**config.mk**
```make
export PLATFORM = sky130hd
export DESIGN_NAME = alu_seq_flat
export DESIGN_NICKNAME = d
export VERILOG_FILES = /design/src/rtl/alu_seq_pkg.sv /design/src/rtl/alu_seq_if.sv /design/src/rtl/alu_seq_mul_iter.sv /design/src/rtl/alu_seq.sv /design/src/flat_wrapper.sv
export SDC_FILE = /design/constraint.sdc
export NUM_CORES = 1
export LEC_CHECK = 0
export BUFFER_PORTS_ARGS = -buffer_cell sky130_fd_sc_hd__buf_2
export CAP_MARGIN = 10
export CORE_MARGIN = 2
export CORE_UTILIZATION = 30
export DETAILED_ROUTE_END_ITERATION = 12
export PLACE_DENSITY = 0.43
export SYNTH_ARGS = -nofsm -noshare
export SYNTH_HDL_FRONTEND = slang
export SYNTH_SLANG_ARGS = --single-unit
```
**constraint.sdc**
```tcl
create_clock -name clk -period 3.6 [get_ports clk]
set_clock_uncertainty 0.05 [all_clocks]
set_input_delay 0.54 -clock clk [delete_from_list [all_inputs] [get_ports clk]]
set_output_delay 0.54 -clock clk [all_outputs]
set_load 0.05 [all_outputs]
```
**src/rtl/alu_seq_pkg.sv**
```systemverilog
// Shared encodings for alu_seq: alufn class/shift/compare codes and the FSM state type.
package alu_seq_pkg;

   localparam logic [1:0] CLS_ARITH = 2'b00;
   localparam logic [1:0] CLS_BOOL  = 2'b01;
   localparam logic [1:0] CLS_SHIFT = 2'b10;
   localparam logic [1:0] CLS_CMP   = 2'b11;

   localparam logic [1:0] SH_SHL = 2'b00;
   localparam logic [1:0] SH_SHR = 2'b01;
   localparam logic [1:0] SH_ALT = 2'b10;
   localparam logic [1:0] SH_SRA = 2'b11;

   localparam logic [1:0] CMP_NONE = 2'b00;
   localparam logic [1:0] CMP_EQ   = 2'b01;
   localparam logic [1:0] CMP_LT   = 2'b10;
   localparam logic [1:0] CMP_LE   = 2'b11;

   typedef enum logic {IDLE, MUL} state_t;

   function automatic logic is_mul(input logic [5:0] fn);
      return (fn[5:4] == CLS_ARITH) && fn[1];
   endfunction

endpackage

```
**src/rtl/alu_seq_if.sv**
```systemverilog
// Request/result handshake bundle between decode, alu_seq and writeback.
interface alu_seq_if #(parameter int WIDTH = 16);
   logic             in_valid;
   logic             in_ready;
   logic [WIDTH-1:0] a;
   logic [WIDTH-1:0] b;
   logic [5:0]       alufn;
   logic             out_valid;
   logic             out_ready;
   logic [WIDTH-1:0] out;
   logic             z;
   logic             n;
   logic             v;

   modport master (
      output in_valid, a, b, alufn, out_ready,
      input  in_ready, out_valid, out, z, n, v
   );

   modport slave (
      input  in_valid, a, b, alufn, out_ready,
      output in_ready, out_valid, out, z, n, v
   );
endinterface

```
**src/rtl/alu_seq_mul_iter.sv**
```systemverilog
// Iterative shift-add unsigned multiplier: one partial product per cycle, WIDTH steps,
// done pulses for one cycle once prod holds the full 2*WIDTH-bit product.
module mul_iter #(
   parameter int WIDTH = 16
) (
   input  logic               clk,
   input  logic               rst_n,
   input  logic               start,
   input  logic [WIDTH-1:0]   a,
   input  logic [WIDTH-1:0]   b,
   output logic               busy,
   output logic               done,
   output logic [2*WIDTH-1:0] prod
);

   localparam int CW = $clog2(WIDTH);

   logic [WIDTH-1:0] mcand_p0;
   logic [WIDTH-1:0] hi_p0;
   logic [WIDTH-1:0] lo_p0;
   logic [CW-1:0]    cnt;
   logic [WIDTH:0]   psum;

   // The multiplier sits in lo and is shifted out as the product shifts in from the top.
   assign psum = {1'b0, hi_p0} + (lo_p0[0] ? {1'b0, mcand_p0} : {(WIDTH+1){1'b0}});
   assign prod = {hi_p0, lo_p0};

   always_ff @(posedge clk or negedge rst_n) begin
      if (!rst_n) begin
         busy <= 1'b0;
         done <= 1'b0;
         cnt  <= '0;
      end else begin
         done <= 1'b0;
         if (busy) begin
            cnt <= cnt + 1'b1;
            if (cnt == CW'(WIDTH-1)) begin
               busy <= 1'b0;
               done <= 1'b1;
            end
         end else if (start) begin
            busy <= 1'b1;
            cnt  <= '0;
         end
      end
   end

   always_ff @(posedge clk) begin
      if (busy) begin
         {hi_p0, lo_p0} <= {psum, lo_p0[WIDTH-1:1]};
      end else if (start) begin
         mcand_p0 <= a;
         hi_p0    <= '0;
         lo_p0    <= b;
      end
   end

endmodule

```
**src/rtl/alu_seq.sv**
```systemverilog
// Handshaked ALU: single-cycle add/sub/bool/shift/compare, iterative multiply,
// result and z/n/v flags held in an output register behind valid/ready.
module alu_seq
   import alu_seq_pkg::*;
#(
   parameter int WIDTH = 16
) (
   input logic        clk,
   input logic        rst_n,
   alu_seq_if.slave   bus
);

   localparam int SHW = $clog2(WIDTH);

   state_t state, state_nxt;

   logic                    in_rdy;
   logic                    mul_start;
   logic                    ld_alu;
   logic                    ld_mul;
   logic                    mul_busy;
   logic                    mul_done;
   logic [2*WIDTH-1:0]      mul_prod;

   logic [1:0]              cls;
   logic                    sub;
   logic signed [WIDTH-1:0] a_s;
   logic [WIDTH-1:0]        b_op;
   logic [WIDTH-1:0]        sum;
   logic                    fl_z, fl_n, fl_v;
   logic                    cmp_bit;
   logic [SHW-1:0]          shamt;
   logic [WIDTH-1:0]        res;

   logic                    hi_sel_p0;
   logic                    z_p0, n_p0, v_p0;
   logic [WIDTH-1:0]        res_p1;
   logic                    z_p1, n_p1, v_p1;
   logic                    vld_p1;

   function automatic logic [WIDTH-1:0] bool_op(input logic [WIDTH-1:0] x,
                                                input logic [WIDTH-1:0] y,
                                                input logic [3:0]       tt);
      logic [WIDTH-1:0] r;
      r = '0;
      for (int i = 0; i < WIDTH; i++) r[i] = tt[{y[i], x[i]}];
      return r;
   endfunction

   // Flag adder: compares always subtract so lt/le/eq see a-b.
   assign cls   = bus.alufn[5:4];
   assign sub   = bus.alufn[0] || (cls == CLS_CMP);
   assign a_s   = bus.a;
   assign b_op  = sub ? ~bus.b : bus.b;
   assign sum   = bus.a + b_op + WIDTH'(sub);
   assign fl_z  = (sum == '0);
   assign fl_n  = sum[WIDTH-1];
   assign fl_v  = (bus.a[WIDTH-1] == b_op[WIDTH-1]) && (sum[WIDTH-1] != bus.a[WIDTH-1]);
   assign shamt = bus.b[SHW-1:0];

   always_comb begin
      cmp_bit = 1'b0;
      case (bus.alufn[2:1])
         CMP_EQ:  cmp_bit = fl_z;
         CMP_LT:  cmp_bit = fl_n ^ fl_v;
         CMP_LE:  cmp_bit = fl_z | (fl_n ^ fl_v);
         default: cmp_bit = 1'b0;
      endcase
   end

   always_comb begin
      res = '0;
      case (cls)
         CLS_ARITH: res = sum;
         CLS_BOOL:  res = bool_op(bus.a, bus.b, bus.alufn[3:0]);
         CLS_SHIFT: begin
            case (bus.alufn[1:0])
               SH_SHR:  res = bus.a >> shamt;
               SH_SRA:  res = a_s >>> shamt;
               default: res = bus.a << shamt;
            endcase
         end
         default:   res = {{(WIDTH-1){1'b0}}, cmp_bit};
      endcase
   end

   always_comb begin
      state_nxt = state;
      in_rdy    = 1'b0;
      mul_start = 1'b0;
      ld_alu    = 1'b0;
      ld_mul    = 1'b0;
      case (state)
         IDLE: begin
            in_rdy = !vld_p1 || bus.out_ready;
            if (bus.in_valid && in_rdy) begin
               if (is_mul(bus.alufn)) begin
                  mul_start = !mul_busy;
                  state_nxt = MUL;
               end else begin
                  ld_alu = 1'b1;
               end
            end
         end
         MUL: begin
            if (mul_done) begin
               ld_mul    = 1'b1;
               state_nxt = IDLE;
            end
         end
         default: state_nxt = IDLE;
      endcase
   end

   mul_iter #(.WIDTH(WIDTH)) u_mul (
      .clk   (clk),
      .rst_n (rst_n),
      .start (mul_start),
      .a     (bus.a),
      .b     (bus.b),
      .busy  (mul_busy),
      .done  (mul_done),
      .prod  (mul_prod)
   );

   // Stage p0: half-select and adder flags of an in-flight multiply.
   always_ff @(posedge clk) begin
      if (mul_start) begin
         hi_sel_p0 <= bus.alufn[0];
         z_p0      <= fl_z;
         n_p0      <= fl_n;
         v_p0      <= fl_v;
      end
   end

   // Stage p1: output register; a mul accept clears vld_p1 through the drain path.
   always_ff @(posedge clk or negedge rst_n) begin
      if (!rst_n) begin
         state  <= IDLE;
         vld_p1 <= 1'b0;
         res_p1 <= '0;
         z_p1   <= 1'b0;
         n_p1   <= 1'b0;
         v_p1   <= 1'b0;
      end else begin
         state <= state_nxt;
         if (ld_alu) begin
            res_p1 <= res;
            z_p1   <= fl_z;
            n_p1   <= fl_n;
            v_p1   <= fl_v;
         end else if (ld_mul) begin
            res_p1 <= hi_sel_p0 ? mul_prod[2*WIDTH-1:WIDTH] : mul_prod[WIDTH-1:0];
            z_p1   <= z_p0;
            n_p1   <= n_p0;
            v_p1   <= v_p0;
         end
         if (ld_alu || ld_mul) vld_p1 <= 1'b1;
         else if (bus.out_ready) vld_p1 <= 1'b0;
      end
   end

   assign bus.in_ready  = in_rdy;
   assign bus.out_valid = vld_p1;
   assign bus.out       = res_p1;
   assign bus.z         = z_p1;
   assign bus.n         = n_p1;
   assign bus.v         = v_p1;

endmodule

```
**src/flat_wrapper.sv**
```systemverilog
// flat-port wrapper written by rule: the top's interface ports become plain ports
module alu_seq_flat import alu_seq_pkg::*;
#(
   parameter int WIDTH = 16
)
  (clk, rst_n, bus_in_valid, bus_a, bus_b, bus_alufn, bus_out_ready, bus_in_ready, bus_out_valid, bus_out, bus_z, bus_n, bus_v);
  alu_seq_if #(.WIDTH(WIDTH)) bus_i ();
  input logic clk;
  input logic rst_n;
  input wire logic [$bits(bus_i.in_valid)-1:0] bus_in_valid;
  input wire logic [$bits(bus_i.a)-1:0] bus_a;
  input wire logic [$bits(bus_i.b)-1:0] bus_b;
  input wire logic [$bits(bus_i.alufn)-1:0] bus_alufn;
  input wire logic [$bits(bus_i.out_ready)-1:0] bus_out_ready;
  output wire logic [$bits(bus_i.in_ready)-1:0] bus_in_ready;
  output wire logic [$bits(bus_i.out_valid)-1:0] bus_out_valid;
  output wire logic [$bits(bus_i.out)-1:0] bus_out;
  output wire logic [$bits(bus_i.z)-1:0] bus_z;
  output wire logic [$bits(bus_i.n)-1:0] bus_n;
  output wire logic [$bits(bus_i.v)-1:0] bus_v;
  assign bus_i.in_valid = bus_in_valid;
  assign bus_i.a = bus_a;
  assign bus_i.b = bus_b;
  assign bus_i.alufn = bus_alufn;
  assign bus_i.out_ready = bus_out_ready;
  assign bus_in_ready = bus_i.in_ready;
  assign bus_out_valid = bus_i.out_valid;
  assign bus_out = bus_i.out;
  assign bus_z = bus_i.z;
  assign bus_n = bus_i.n;
  assign bus_v = bus_i.v;
  alu_seq #(.WIDTH(WIDTH)) u_core (.clk(clk), .rst_n(rst_n), .bus(bus_i));
endmodule
```
# Word-level counts from Yosys, hierarchy flattened

Index checks and enable logic that the tools add are counted.

Shift operators: 3
Equality and inequality tests: 11
$add $sub $neg: 4
Order comparisons: 16
Reduce and logical (&&, ||, !) cells: 14
Mux-type cells: 72
Bitwise gates (word level): 5

Operators by type and width:

| kind                  | number |
|---|---|
| $mux W16              | 9 |
| $lt A2 B3 Y1 const B  | 16 |
| $pmux W16 S3          | 1 |
| $mux W1               | 41 |
| $bmux W1 S2           | 16 |
| $pmux W16 S2          | 1 |
| $add A16 B17 Y17      | 1 |
| $add A16 B1 Y16       | 1 |
| $add A16 B16 Y16      | 1 |
| $logic_not A16 Y1     | 1 |
| $not A16 Y16          | 1 |
| $shl A16 B4 Y16       | 1 |
| $shr A16 B4 Y16       | 1 |
| $sshr A16 B4 Y16      | 1 |
| $eq A2 B2 Y1 const B  | 5 |
| $mux W4               | 2 |
| $eq A2 B1 Y1 const B  | 3 |
| $reduce_bool A2 Y1    | 3 |
| $add A4 B1 Y4 const B | 1 |
| $eq A4 B4 Y1 const B  | 1 |
| $logic_and A1 B1 Y1   | 3 |
| $logic_or A1 B1 Y1    | 3 |
| $pmux W1 S3           | 1 |
| $logic_not A1 Y1      | 2 |
| 8 further kinds       | 9 |

Bits in registers: 79
Word-level logic and storage cells: 141
Input port bits: 42
Output and inout port bits: 21

# Logic depth before layout (Yosys ltp)

Gate-level depths: netlist of run 1.

Depth in word-level cells: 12
Gate-level depth with buffers: 13
Gate-level depth less buffers: 12

# Cells and area by module

From an unflattened synthesis of run 1, not the netlist that was laid out.

Cell total of the unflattened synthesis: 787
Area total of the unflattened synthesis: 7,637.3 um^2

By module, submodules not included:

| module   | sequential area each (um^2) | times used | area an instance (um^2) | cells each |
|---|---|---|---|---|
| alu_seq  | 645.6                       | 1          | 4,883.4                 | 576 |
| mul_iter | 1,591.5                     | 1          | 2,753.9                 | 211 |

# Least setup slack after synthesis of run 1

OpenSTA, ideal clock, no wires.

Path type: input to register
Start point: input port bus_b[1]
End point: register u_core.res_p1[14], in the netlist u_core.bus.out[14]
Stages: 13
Setup time: 0.141 ns
Slack: -0.123 ns
Arrival: 3.532 ns
Required time: 3.409 ns
Cells stage by stage: clkbuf_1 > buf_1 > clkbuf_1 > xnor2_1 > fa_1 > a21oi_1 > o211ai_1 > a2111oi_0 > nor2_1 > xor2_1 > mux2_1 > nand2_1 > a31oi_1

Longest elaborated chain between the ends: 6

Ends and longest elaborated chain:

| what                   | line               | RTL |
|---|---|---|
| start: declaration     | flat_wrapper.sv:12 | `input wire logic [$bits(bus_i.b)-1:0] bus_b;` |
| $not A16 Y16           | alu_seq.sv:54      | `assign b_op = sub ? ~bus.b : bus.b;` |
| $mux W16               | alu_seq.sv:54      |  |
| $add A16 B16 Y16       | alu_seq.sv:55      | `assign sum = bus.a + b_op + WIDTH'(sub);` |
| $add A16 B1 Y16        | alu_seq.sv:55      |  |
| $pmux W16 S3 *         | alu_seq.sv:73      | `case (cls)` |
| $mux W16 *             | alu_seq.sv:147     | `if (ld_alu) begin` |
| end signal: assignment | alu_seq.sv:148     | `res_p1 <= res;` |
| end signal: assignment | alu_seq.sv:153     | `res_p1 <= hi_sel_p0 ? mul_prod[2*WIDTH-1:WIDTH] : mul_prod[WIDTH-1:0];` |
| end: declaration       | alu_seq.sv:37      | `logic [WIDTH-1:0] res_p1;` |

Every way passes the cells marked *; elsewhere a longest branch is shown, timed or not.
A chain may end at the register's enable or synchronous reset.

# Worst setup path in the final report of run 1

Start point: input port bus_alufn[4]
End point: register u_core.z_p1, in the netlist u_core.bus.z

Longest elaborated chain between the ends: 7

Ends and longest elaborated chain:

| what                   | line               | RTL |
|---|---|---|
| start: declaration     | flat_wrapper.sv:13 | `input wire logic [$bits(bus_i.alufn)-1:0] bus_alufn;` |
| $eq A2 B2 Y1 *         | alu_seq.sv:52      | `assign sub = bus.alufn[0] \|\| (cls == CLS_CMP);` |
| $logic_or A1 B1 Y1 *   | alu_seq.sv:52      |  |
| $mux W16               | alu_seq.sv:54      |  |
| $add A16 B16 Y16       | alu_seq.sv:55      |  |
| $add A16 B1 Y16 *      | alu_seq.sv:55      |  |
| $logic_not A16 Y1 *    | alu_seq.sv:56      | `assign fl_z = (sum == '0);` |
| via u_core.fl_z        | alu_seq.sv:30      | `logic fl_z, fl_n, fl_v;` |
| $mux W1 *              | alu_seq.sv:147     |  |
| end signal: assignment | alu_seq.sv:149     | `z_p1 <= fl_z;` |
| end signal: assignment | alu_seq.sv:154     | `z_p1 <= z_p0;` |
| end: declaration       | alu_seq.sv:38      | `logic z_p1, n_p1, v_p1;` |

The timed path passes the listed nets; every way through them passes the cells marked *.

==> summary.txt, run 1 <==
Global route
  – First-pass GRT wire length: between 30000 and 40000 µm
  – Initial antenna violation count: 0
  – Vias in the first global route: 6359
  – Largest net degree at the start of global routing: between 40 and 50
  – Gr usage total: 20.0%
  – Grt total ovfl: 0

Critical path
  – Setup CP Type: input port to flop
  – Reg2reg start: u_core.u_mul.lo_p0[0]
  – Worst setup path startpoint: bus_alufn[4]
  – Reg2reg end: u_core.u_mul.hi_p0[13]
  – R2R depth: 12
  – Crit path DAT: 3.56 ns
  – R2r setup slk: 0.52 ns
  – Worst Path Required: 3.83 ns
  – CP Launch Type: input port
  – Crit path max fanout: 4
  – CP endpoint: u_core.bus.z
  – Setup crit end kind: flop

Clock network
  – CTS tree: yes
  – CTS buffer count: 9
  – Clk sinks: 79
  – H-tree depth: 3
  – Skew-Pair Late Insertion Delay: 0.34 ns
  – Clock slew at reported path FFs: 0.07 ns
  – Root Buffer: clkbuf_16
  – Max Buffers Root-to-Sink: 2

Yosys
  – Main combinational cell family by area after synthesis: compound AO/OA/AOI/OAI gates
  – Compound-gate portion of the synthesized area: approximately a fifth
  – Area leader, netlist: edfxtp_1
  – Register area share after synthesis: 31.1%
  – Syn Std Cell Area: around 7200 µm²
  – Post-Synthesis Mean Instance Area: 9.34 µm²
  – Post-synth net total: 846
  – Synthesis-stage register bit count: 79
  – Area contributors post-synth: edfxtp_1, dfrtp_1, mux4_2, mux2i_1, ha_1
  – Post-synthesis xor/xnor area fraction: 4.23%
  – Synth Area in Simple Gates: 14.3%
  – Top_reg_cell synth: edfxtp_1
  – Most instantiated cells after synthesis: nor2_1, nand2_1, a21oi_1, edfxtp_1, o21ai_0
  – Synthesized netlist cell count: 769
  – Synth top area share: 21.7%
  – YS warnings: 0
  – Synth async-reset ratio: 34.2%
  – Mux contribution to synthesized area: 19.4%
  – Unique cell type count in the Yosys netlist: 73
  – Number of flops mapped to enable cells by yosys: 52
  – Synth Area in Adders: approximately 6.3%
  – Most common cell in the netlist: nor2_1

Pwr
  – Switch Pwr: 2.37 mW
  – PwrDens: between 600 and 700 nW/µm²
  – Reg power frac: between 30% and 40%
  – Clock share of power: ~18%
  – Switching part of the total power: 44.1%
  – Combinational share of power: 50.5%
  – Worst VDD drop: slightly below 0.3 mV
  – Leak: around 3.3 nW
  – Pint: 3.01 mW

Floorplanning
  – Die area: 25200 µm²
  – Rows: 56
  – Height of the die: ~160 µm
  – Initial Util: 30.6%
  – Core area: 23500 µm²
  – Die width: 159 µm
  – I/O pin count: 63

Layout
  – Non-filler cells, final: 1163
  – Synth-to-Final Area Change: 16.3%
  – Fillers: 2428
  – Nets@finish: 916
  – Share of layout cells above drive strength 1: 22.0%
  – N_diodes: 0

Timing
  – Hold WS: 0.180 ns
  – RSZ-0062 raised after global routing: no
  – Slew headroom: 51.6%
  – Setup ws final: approximately 0.26 ns
  – Fin crit period: 3.34 ns
  – Setup violations, final: 0
  – F_max: 0.300 GHz
  – Final hold viol count: 0
  – Worst slew pin tran: 0.724 ns
  – Fin crit share: 92.7%
  – Pins Over Slew Limit: 0

Drt
  – Antenna Nets Post-Route: 0
  – WL/cell: 21.8 µm
  – DR vias/cell: 5.56
  – DRC viols: 0
  – DRT Wirelength: around 25000 µm
  – 1st-iter DRT viols: 610
  – Via count: 6472
  – DRT Pass-1 Iters: 8

Placement
  – GPL Wtd Cong: between 0.8 and 0.9
  – Port buffer count: a little over 60
  – Placed Cells: 1147
  – Post-DP HPWL: 19400 µm
  – Dpl ws: -0.176 ns

Run
  – Max_cap viols: 0

Run status
  – Status: completed

Min path
  – Hold WC Path Type: input port to async pin
[cell usage in the layout, fill, tap and decap left out, types with 4 or more instances in the layout]
master	instances
a211oi_1	11
a21o_1	8
a21oi_1	53
a22oi_1	4
a31oi_1	10
and2_1	19
buf_2	62
buf_4	47
clkbuf_16	9
clkinv_1	4
dfrtp_1	27
edfxtp_1	52
ha_1	33
inv_1	22
mux2_2	22
mux2i_1	49
mux4_2	28
nand2_1	64
nand2b_1	4
nand3_1	17
nor2_1	74
nor2b_1	6
nor3_1	16
nor4_1	4
o2111ai_1	4
o211ai_1	13
o21a_1	11
o21ai_0	50
o21ai_1	10
o22ai_1	6
or3_1	4
xnor2_1	21
xor2_1	10
[worst min-delay path by stage]
| stage | end | depth (start not counted) | start |
|---|---|---|---|
| floorplan | u_core.bus.n | 0 | rst_n |
| global placement | u_core.state | 1 | u_core.u_mul.done |
| detailed placement | u_core.state | 1 | u_core.u_mul.done |
| CTS | u_core.bus.out_valid | 1 | rst_n |
| global route | u_core.state | 1 | rst_n |
| finish | u_core.bus.out_valid | 1 | rst_n |
[routing by layer]
layer  wire, µm  track usage (%)  vias to the layer above  share of wire [%]
li1           -                -                     3049                  -
met1      11700             28.2                     3192                 46
met2      11900             32.2                      203                 47
met3       1110             2.19                       28                4.4
met4        641             6.17                        0                2.5
met5          0                0                        -                  0
[final cells by class]
type	count	area (µm²)	share of cell area [%]
inverter	26	97.6	1.17
clock buffer	10	239	2.86
sequential	79	2240	26.8
multi-input combinational	614	4640	55.6
tap	319	399	4.78
timing repair buffer	109	663	7.94
clock inverter	6	75.1	0.899
[cell families (layout without fill, tap and decap cells)]
group,count (synthesis),after routing
buffers and inverters,76,151
AOI/OAI and AO/OA,224,224
muxes,101,101
and+or+nand+nor,221,221
xor gates and xnor gates,33,33
adders and majority gates,35,35
DFF,79,79
[power by group through the flow]
| stage | clock [mW] | combinational (mW) | sequential [mW] |
|---|---|---|---|
| 2_1_floorplan | 0 | 1.61 | 1.95 |
| 3_3_place_gp | 0 | 2.67 | 1.73 |
| 3_5_place_dp | 0 | 2.71 | 1.73 |
| 4_1_cts | 0.988 | 2.73 | 1.71 |
| 5_1_grt | 1.03 | 2.98 | 1.74 |
| 6_report | 0.960 | 2.72 | 1.70 |
[what timing repair did]
action	in CTS	in global routing
gates resized for setup	0	1
hold buffers	0	0
setup buffers	0	0
setup endpoints to repair	0	2
[per-stage QoR]
stage	TNS (ns)	instance area, µm²	power, mW	utilization, %
2_1_floorplan	0	7190	3.56	-
3_3_place_gp	-0.110	8040	4.40	34.2
3_5_place_dp	-0.313	8040	4.44	34.2
4_1_cts	0	8350	5.43	35.6
5_1_grt	0	8350	5.75	35.6
6_report	0	8350	5.39	35.6
[sequential cells by signal (all words and copies together) (netlist names)]
register,flops
u_core.bus.n,1
u_core.bus.out,16
u_core.bus.out_valid,1
u_core.bus.v,1
u_core.bus.z,1
u_core.hi_sel_p0,1
u_core.n_p0,1
u_core.state,1
u_core.u_mul.busy,1
u_core.u_mul.cnt,4
u_core.u_mul.done,1
u_core.u_mul.hi_p0,16
u_core.u_mul.lo_p0,16
u_core.u_mul.mcand_p0,16
u_core.v_p0,1
u_core.z_p0,1
[worst max-delay path: stages]
cell and delay, ns:
buf_2 0.15, a21oi_2 0.22, buf_4 0.17, xnor2_1 0.11
ha_1 0.28, a21oi_1 0.35, o21a_1 0.19, o311ai_1 0.13
nor4b_1 0.38, buf_4 0.18, nand3_1 0.07, nor4_1 0.24
buf_4 0.18, nor4b_4 0.21, o21a_1 0.16
No activity file was read; power rests on OpenSTA's default activity.
==> run 2: changes to the inputs <==
--- a/config.mk
+++ b/config.mk
@@ -9,8 +9,10 @@
 export CAP_MARGIN = 10
 export CORE_MARGIN = 2
 export CORE_UTILIZATION = 30
+export CTS_BUF_LIST = sky130_fd_sc_hd__clkbuf_8
 export DETAILED_ROUTE_END_ITERATION = 12
 export PLACE_DENSITY = 0.43
 export SYNTH_ARGS = -nofsm -noshare
 export SYNTH_HDL_FRONTEND = slang
+export SYNTH_HIERARCHICAL = 1
 export SYNTH_SLANG_ARGS = --single-unit
==> run 2 against run 1 <==
Effect of this change:
- cell count grew 1.7%
- sequential power shrank 43%
- clock-buffer cell count grew 1
==> summary.txt, run 2 <==
Drt
  – DR vias/cell: 5.64 (+1.3%)
  – DRC viols: 0 (unchanged)
  – Antenna Nets Post-Route: 0 (unchanged)
  – WL/cell: 23.8 µm (+9.2%)
  – 1st-iter DRT viols: 624 (+2.3%)
  – DRT Pass-1 Iters: 7 (-1)
  – Via count: 6672 (+3.1%)
  – DRT Wirelength: 28100 µm (+11%)

Yosys
  – YS warnings: 6 (+6)
  – Synth top area share: 20.4% (-1.3 points)
  – Syn Std Cell Area: 7640 µm² (+6.3%)
  – Synthesized netlist cell count: 787 (+2.3%)
  – Top_reg_cell synth: edfxtp_1
  – Register area share after synthesis: 29.3% (-1.8 points)
  – Synthesis-stage register bit count: 79 (unchanged)
  – Synth async-reset ratio: 34.2% (unchanged)
  – Unique cell type count in the Yosys netlist: 86 (+18%)
  – Post-Synthesis Mean Instance Area: 9.70 µm² (+3.9%)
  – Area contributors post-synth: edfxtp_1, dfrtp_1, mux4_2, mux2i_1, ha_1
  – Most common cell in the netlist: nand2_1
  – Post-synth net total: 865 (+2.2%)
  – Number of flops mapped to enable cells by yosys: 52 (unchanged)
  – Most instantiated cells after synthesis: nand2_1, nor2_1, o21ai_0, edfxtp_1, mux2i_1
  – Area leader, netlist: edfxtp_1

Pwr
  – Total power draw: 2.65 mW (-51%)
  – PwrDens: 305 nW/µm² (-53%)
  – Leak: 3.42 nW (+2.4%)
  – Worst VDD drop: 0.219 mV (-26%)

Timing
  – Final hold viol count: 0 (unchanged)
  – Fin crit share: 87.5% (-5.1 points)
  – Pins Over Slew Limit: 0 (unchanged)
  – F_max: 0.317 GHz (+5.9%)
  – Sum Neg Setup Slack: 0 ns (unchanged)
  – Fin crit period: 3.15 ns (-0.185 ns)
  – Setup ws final: 0.450 ns (+0.185 ns)
  – Worst slew pin tran: 0.707 ns (-0.0167 ns)
  – Slew headroom: 52.9% (+1.2 points)
  – Setup violations, final: 0 (unchanged)
  – RSZ-0062 raised after global routing: no

Clock network
  – H-tree depth: 3 (unchanged)
  – Skew-Pair Late Insertion Delay: 0.37 ns (+0.03 ns)
  – CTS tree: yes
  – CTS hold repair buffers: 0 (unchanged)
  – Post_cts resized: 0 (unchanged)
  – Clock slew at reported path FFs: 0.09 ns (+0.02 ns)
  – Root Buffer: clkbuf_8
  – CTS buffer count: 9 (unchanged)
  – Setup Fix Bufs, Post-CTS: 0 (unchanged)
  – Clk sinks: 79 (unchanged)
  – Max Buffers Root-to-Sink: 2 (unchanged)

Floorplanning
  – Die width: 164 µm (+3.0%)
  – I/O pin count: 63 (unchanged)
  – Die area: 26800 µm² (+6.1%)
  – Rows: 58 (+3.6%)
  – Initial Util: 30.4% (-0.19 points)
  – Height of the die: 164 µm (+3.0%)
  – Core area: 25100 µm² (+7.0%)

Run
  – Max_cap viols: 0 (unchanged)

Placement
  – GPL Wtd Cong: 0.881 (about the same)
  – Post-DP HPWL: 21200 µm (+9.3%)
  – Dpl ws: 0.0872 ns (+0.263 ns)
  – Port buffer count: 62 (unchanged)

Layout
  – Most common cell after layout, fill and taps aside: nand2_1
  – Most frequent cells in the layout: nand2_1, nor2_1, buf_2, o21ai_0, edfxtp_1
  – Share of layout cells above drive strength 1: 24.8% (+2.7 points)
  – Nets@finish: 925 (+0.98%)
  – Synth-to-Final Area Change: 13.9%

Global route
  – Initial antenna violation count: 1 (+1)
  – Gr usage total: 21.3% (+1.3 points)
  – Vias in the first global route: 6387 (+0.44%)
  – Grt total ovfl: 0 (unchanged)
  – Largest net degree at the start of global routing: 49 (unchanged)
  – First-pass GRT wire length: 41800 µm (+7.0%)

Critical path
  – Setup CP Type: input port to flop
  – Crit path max fanout: 5 (+1)
  – Crit path DAT: 3.38 ns (-0.18 ns)
  – Worst Path Required: 3.82 ns (about the same)
  – R2R depth: 9 (-3)
  – CP Launch Type: input port
  – Setup crit end kind: flop

Min path
  – Hold WC Path Type: input port to async pin

Run status
  – Status: completed
run 2: changes by cell type in the layout (fill, tap and decap cells not counted), sizes merged, moves of 5 or more:
cell    delta
nand2b     +8
mux4       +6
nor2       -9
a21o       +8
o31ai      +5
nor3       -6
mux2       +5
nand4      +6
xnor2      +6
o21a       -5
o211ai     +9
a21oi     -17
inv       -11
and2       +6
run 2: worst paths after layout:
check                                    endpoint  slack [ns]                  start
min reg2reg                          u_core/state        0.42      u_core/u_mul/done
min in group clk                     u_core/state        0.42      u_core/u_mul/done
max reg2reg                u_core/u_mul/hi_p0[11]        0.85  u_core/u_mul/lo_p0[0]
max                             u_core/bus.out[0]        0.45           bus_alufn[4]
min                                  u_core/state        0.17                  rst_n
max in group asynchronous       u_core/bus.out[3]        2.87                  rst_n
run 2: per-layer routing:
metal / global-route usage [%] / up-vias / share of wire, %
met5: 0 / - / 0
li1: - / 3100 / -
met1: 31.3 / 3284 / 47
met4: 4.74 / 0 / 1.7
met2: 32.9 / 249 / 45
met3: 3.20 / 39 / 6.4
run 2: metrics by stage:
step                      hold slack, ns  cell area, µm²  util [%]  cells
after floorplan                    0.194            7640         -    787
after global placement             0.426            8460      33.7   1166
after detailed placement           0.424            8460      33.7   1166
after CTS                          0.172            8690      34.6   1182
after global routing               0.183            8690      34.6   1182
final                              0.166            8700      34.6   1183
run 2: cells by family after synthesis:
| group | count (synthesis) | share of synthesized area [%] |
|---|---|---|
| compound gates | 219 | 20.5 |
| xor+xnor | 39 | 4.82 |
| fa+ha+maj | 36 | 6.09 |
| buf+inv | 74 | 4.21 |
| flops | 79 | 29.3 |
| mux | 109 | 20.5 |
| simple gates | 231 | 14.6 |
run 2: layout make-up:
type	count	area [µm²]
Clock inverter	5	80.1
Timing Repair Buffer	107	673
Fill cell	2642	16400
Multi-Input combinational cell	634	5080
Inverter	16	60.1
Tap cell	330	413
Clock buffer	11	151
Sequential cell	79	2240
Antenna cell	1	2.50
run 2: power breakdown:
part	total, mW	internal [mW]	switching (mW)
Combinational	0.907	0.366	0.540
Clock	0.779	0.427	0.351
Sequential	0.966	0.966	0.0000000000000000221
run 2: critical path, stage by stage:
cell	delay [ns]
buf_2	0.14
a21oi_4	0.27
buf_4	0.20
xnor2_1	0.12
ha_1	0.27
o21a_1	0.21
nor2_1	0.35
a211oi_2	0.13
or3_1	0.39
a21oi_1	0.26
nand4_1	0.20
o41ai_2	0.29
==> run 3: changes to the inputs <==
--- a/config.mk
+++ b/config.mk
@@ -9,7 +9,6 @@
 export CAP_MARGIN = 10
 export CORE_MARGIN = 2
 export CORE_UTILIZATION = 30
-export CTS_BUF_LIST = sky130_fd_sc_hd__clkbuf_8
 export DETAILED_ROUTE_END_ITERATION = 12
 export PLACE_DENSITY = 0.43
 export SYNTH_ARGS = -nofsm -noshare
==> run 3 against run 2 <==
Effect of this change:
- flip-flop and latch count did not move
- via count rose by 0.73%
- first-iteration DRC count rose by 8.3%
- register-to-register slack barely moved
- total power rose by 9.4%
- worst setup slack got worse by 0.040 ns
- clock-buffer cell count did not move
- sequential share of layout area fell by 0.30 points
- critical path depth did not move
- worst hold slack improved by 0.035 ns
- fmax fell by 1.3%
- critical path type unchanged
- critical endpoint is now u_core/z_p0
- highest routed layer unchanged
==> summary.txt, run 3 (same netlist as run 2, synthesis figures left out) <==
Run status
  – Status: completed

Floorplanning
  – Height of the die: 164 µm (unchanged)
  – Die width: 164 µm (unchanged)
  – I/O pin count: 63 (unchanged)
  – Die area: 26800 µm² (unchanged)
  – Rows: 58 (unchanged)
  – Initial Util: 30.4% (unchanged)
  – Core area: 25100 µm² (unchanged)

Clock network
  – CTS buffer count: 9 (unchanged)
  – CTS hold repair buffers: 0 (unchanged)
  – Post_cts resized: 0 (unchanged)
  – Clk sinks: 79 (unchanged)
  – CTS tree: yes
  – Root Buffer: clkbuf_16
  – Max Buffers Root-to-Sink: 2 (unchanged)
  – H-tree depth: 3 (unchanged)
  – Skew-Pair Late Insertion Delay: 0.34 ns (-0.03 ns)
  – Clock slew at reported path FFs: 0.06 ns (-0.03 ns)
  – Setup Fix Bufs, Post-CTS: 0 (unchanged)

Run
  – Max_cap viols: 0 (unchanged)

Critical path
  – Crit path max fanout: 5 (unchanged)
  – Setup CP Type: input port to flop
  – Reg2reg end: u_core/u_mul/hi_p0[11]
  – Setup crit end kind: flop
  – R2r setup slk: 0.86 ns (about the same)
  – R2R depth: 9 (unchanged)
  – Crit path DAT: 3.33 ns (-0.05 ns)
  – Reg2reg start: u_core/u_mul/lo_p0[0]
  – Worst Path Required: 3.74 ns (-0.08 ns)
  – CP Launch Type: input port

Drt
  – DR vias/cell: 5.68 (+0.73%)
  – DRT Wirelength: 28200 µm (+0.11%)
  – DRC viols: 0 (unchanged)
  – Antenna Nets Post-Route: 0 (unchanged)
  – DRT Pass-1 Iters: 5 (-2)
  – Max layer used: met4
  – Routed length on met3: 1730 µm (-3.5%)
  – WL/cell: 23.8 µm (+0.11%)
  – 1st-iter DRT viols: 676 (+8.3%)
  – Met2 wire length: 12800 µm (+1.4%)
  – Metal1 wirelength: 13300 µm (about the same)
  – Via count: 6721 (+0.73%)

Layout
  – Most common cell after layout, fill and taps aside: nand2_1
  – Nets@finish: 925 (unchanged)
  – Non-filler cells, final: 1183 (unchanged)
  – Synth-to-Final Area Change: 15.2%
  – Most frequent cells in the layout: nand2_1, nor2_1, buf_2, o21ai_0, edfxtp_1
  – Final Core Density: 35.0% (+0.40 points)
  – Fillers: 2629 (-0.49%)
  – Share of layout cells above drive strength 1: 24.8% (unchanged)

Timing
  – Setup violations, final: 0 (unchanged)
  – Worst slew pin tran: 0.713 ns (+0.00616 ns)
  – RSZ-0062 raised after global routing: no
  – Sum Neg Setup Slack: 0 ns (unchanged)
  – Pins Over Slew Limit: 0 (unchanged)
  – Fin crit share: 88.6% (+1.1 points)
  – F_max: 0.313 GHz (-1.3%)
  – Hold WS: 0.201 ns (+0.0346 ns)
  – Fin crit period: 3.19 ns (+0.0404 ns)
  – Final hold viol count: 0 (unchanged)
  – Slew headroom: 52.5% (-0.41 points)

Global route
  – Vias in the first global route: 6378 (-0.14%)
  – Grt total ovfl: 0 (unchanged)
  – Gr usage total: 21.3% (+0.056 points)
  – Initial antenna violation count: 1 (unchanged)
  – First-pass GRT wire length: 41900 µm (+0.25%)
  – Largest net degree at the start of global routing: 49 (unchanged)

Placement
  – Placed Cells: 1166 (unchanged)
  – Port buffer count: 62 (unchanged)
  – Post-DP HPWL: 21200 µm (unchanged)
  – GPL Wtd Cong: 0.881 (unchanged)

Pwr
  – Total power draw: 2.90 mW (+9.4%)
  – Leak: 3.47 nW (+1.3%)
  – PwrDens: 330 nW/µm² (+8.1%)
  – Worst VDD drop: 0.238 mV (+8.7%)

Min path
  – Hold WC Path Type: input port to async pin
==> run 3: cell counts in the layout (fill, tap and decap cells not counted) <==
Identical to the previous run, type by type.
==> run 3: per-stage QoR <==
stage / instance area [µm²] / setup slack, ns
2_1_floorplan: 7640 / 0.00601
3_3_place_gp: 8460 / 0.106
3_5_place_dp: 8460 / 0.0872
4_1_cts: 8790 / 0.442
5_1_grt: 8790 / 0.229
6_report: 8800 / 0.409
==> run 3: per-layer routing <==
metal	global-route usage (%)	vias to the layer above
met5	0	-
met4	4.23	0
met3	3.83	30
met2	33.2	249
met1	31.0	3336
li1	-	3106
==> run 3: area by class of cell <==
type | instances | area [µm²] | area share (%)
Inverter | 16 | 60.1 | 0.683
Multi-Input combinational cell | 634 | 5080 | 57.7
Clock inverter | 5 | 80.1 | 0.910
Sequential cell | 79 | 2240 | 25.4
Clock buffer | 11 | 253 | 2.87
Timing Repair Buffer | 107 | 673 | 7.65
Antenna cell | 1 | 2.50 | 0.0284
Tap cell | 330 | 413 | 4.69
==> run 3: worst max path at each step <==
stage	start	end	cells after the start
floorplan	bus_b[2]	u_core/bus.z	12
global placement	bus_alufn[4]	u_core/z_p0	12
detailed placement	bus_alufn[4]	u_core/bus.out[15]	12
CTS	bus_alufn[4]	u_core/bus.out[15]	12
global route	bus_alufn[4]	u_core/z_p0	12
finish	bus_alufn[4]	u_core/z_p0	12
==> run 3: power by group <==
group / internal (mW) / total [mW] / leakage, nW / switching [mW]
Sequential: 0.967 / 0.967 / 0.795 / 0.0000000000000000221
Clock: 0.644 / 1.03 / 0.158 / 0.383
Combinational: 0.366 / 0.906 / 2.52 / 0.539
==> run 3: critical path, stage by stage <==
cell      delay, ns
buf_2          0.14
a21oi_4        0.27
buf_4          0.20
xnor2_1        0.12
ha_1           0.27
o21a_1         0.21
nor2_1         0.35
a211oi_2       0.13
or3_1          0.39
a211oi_1       0.43
nand4_1        0.14
nor3_1         0.14
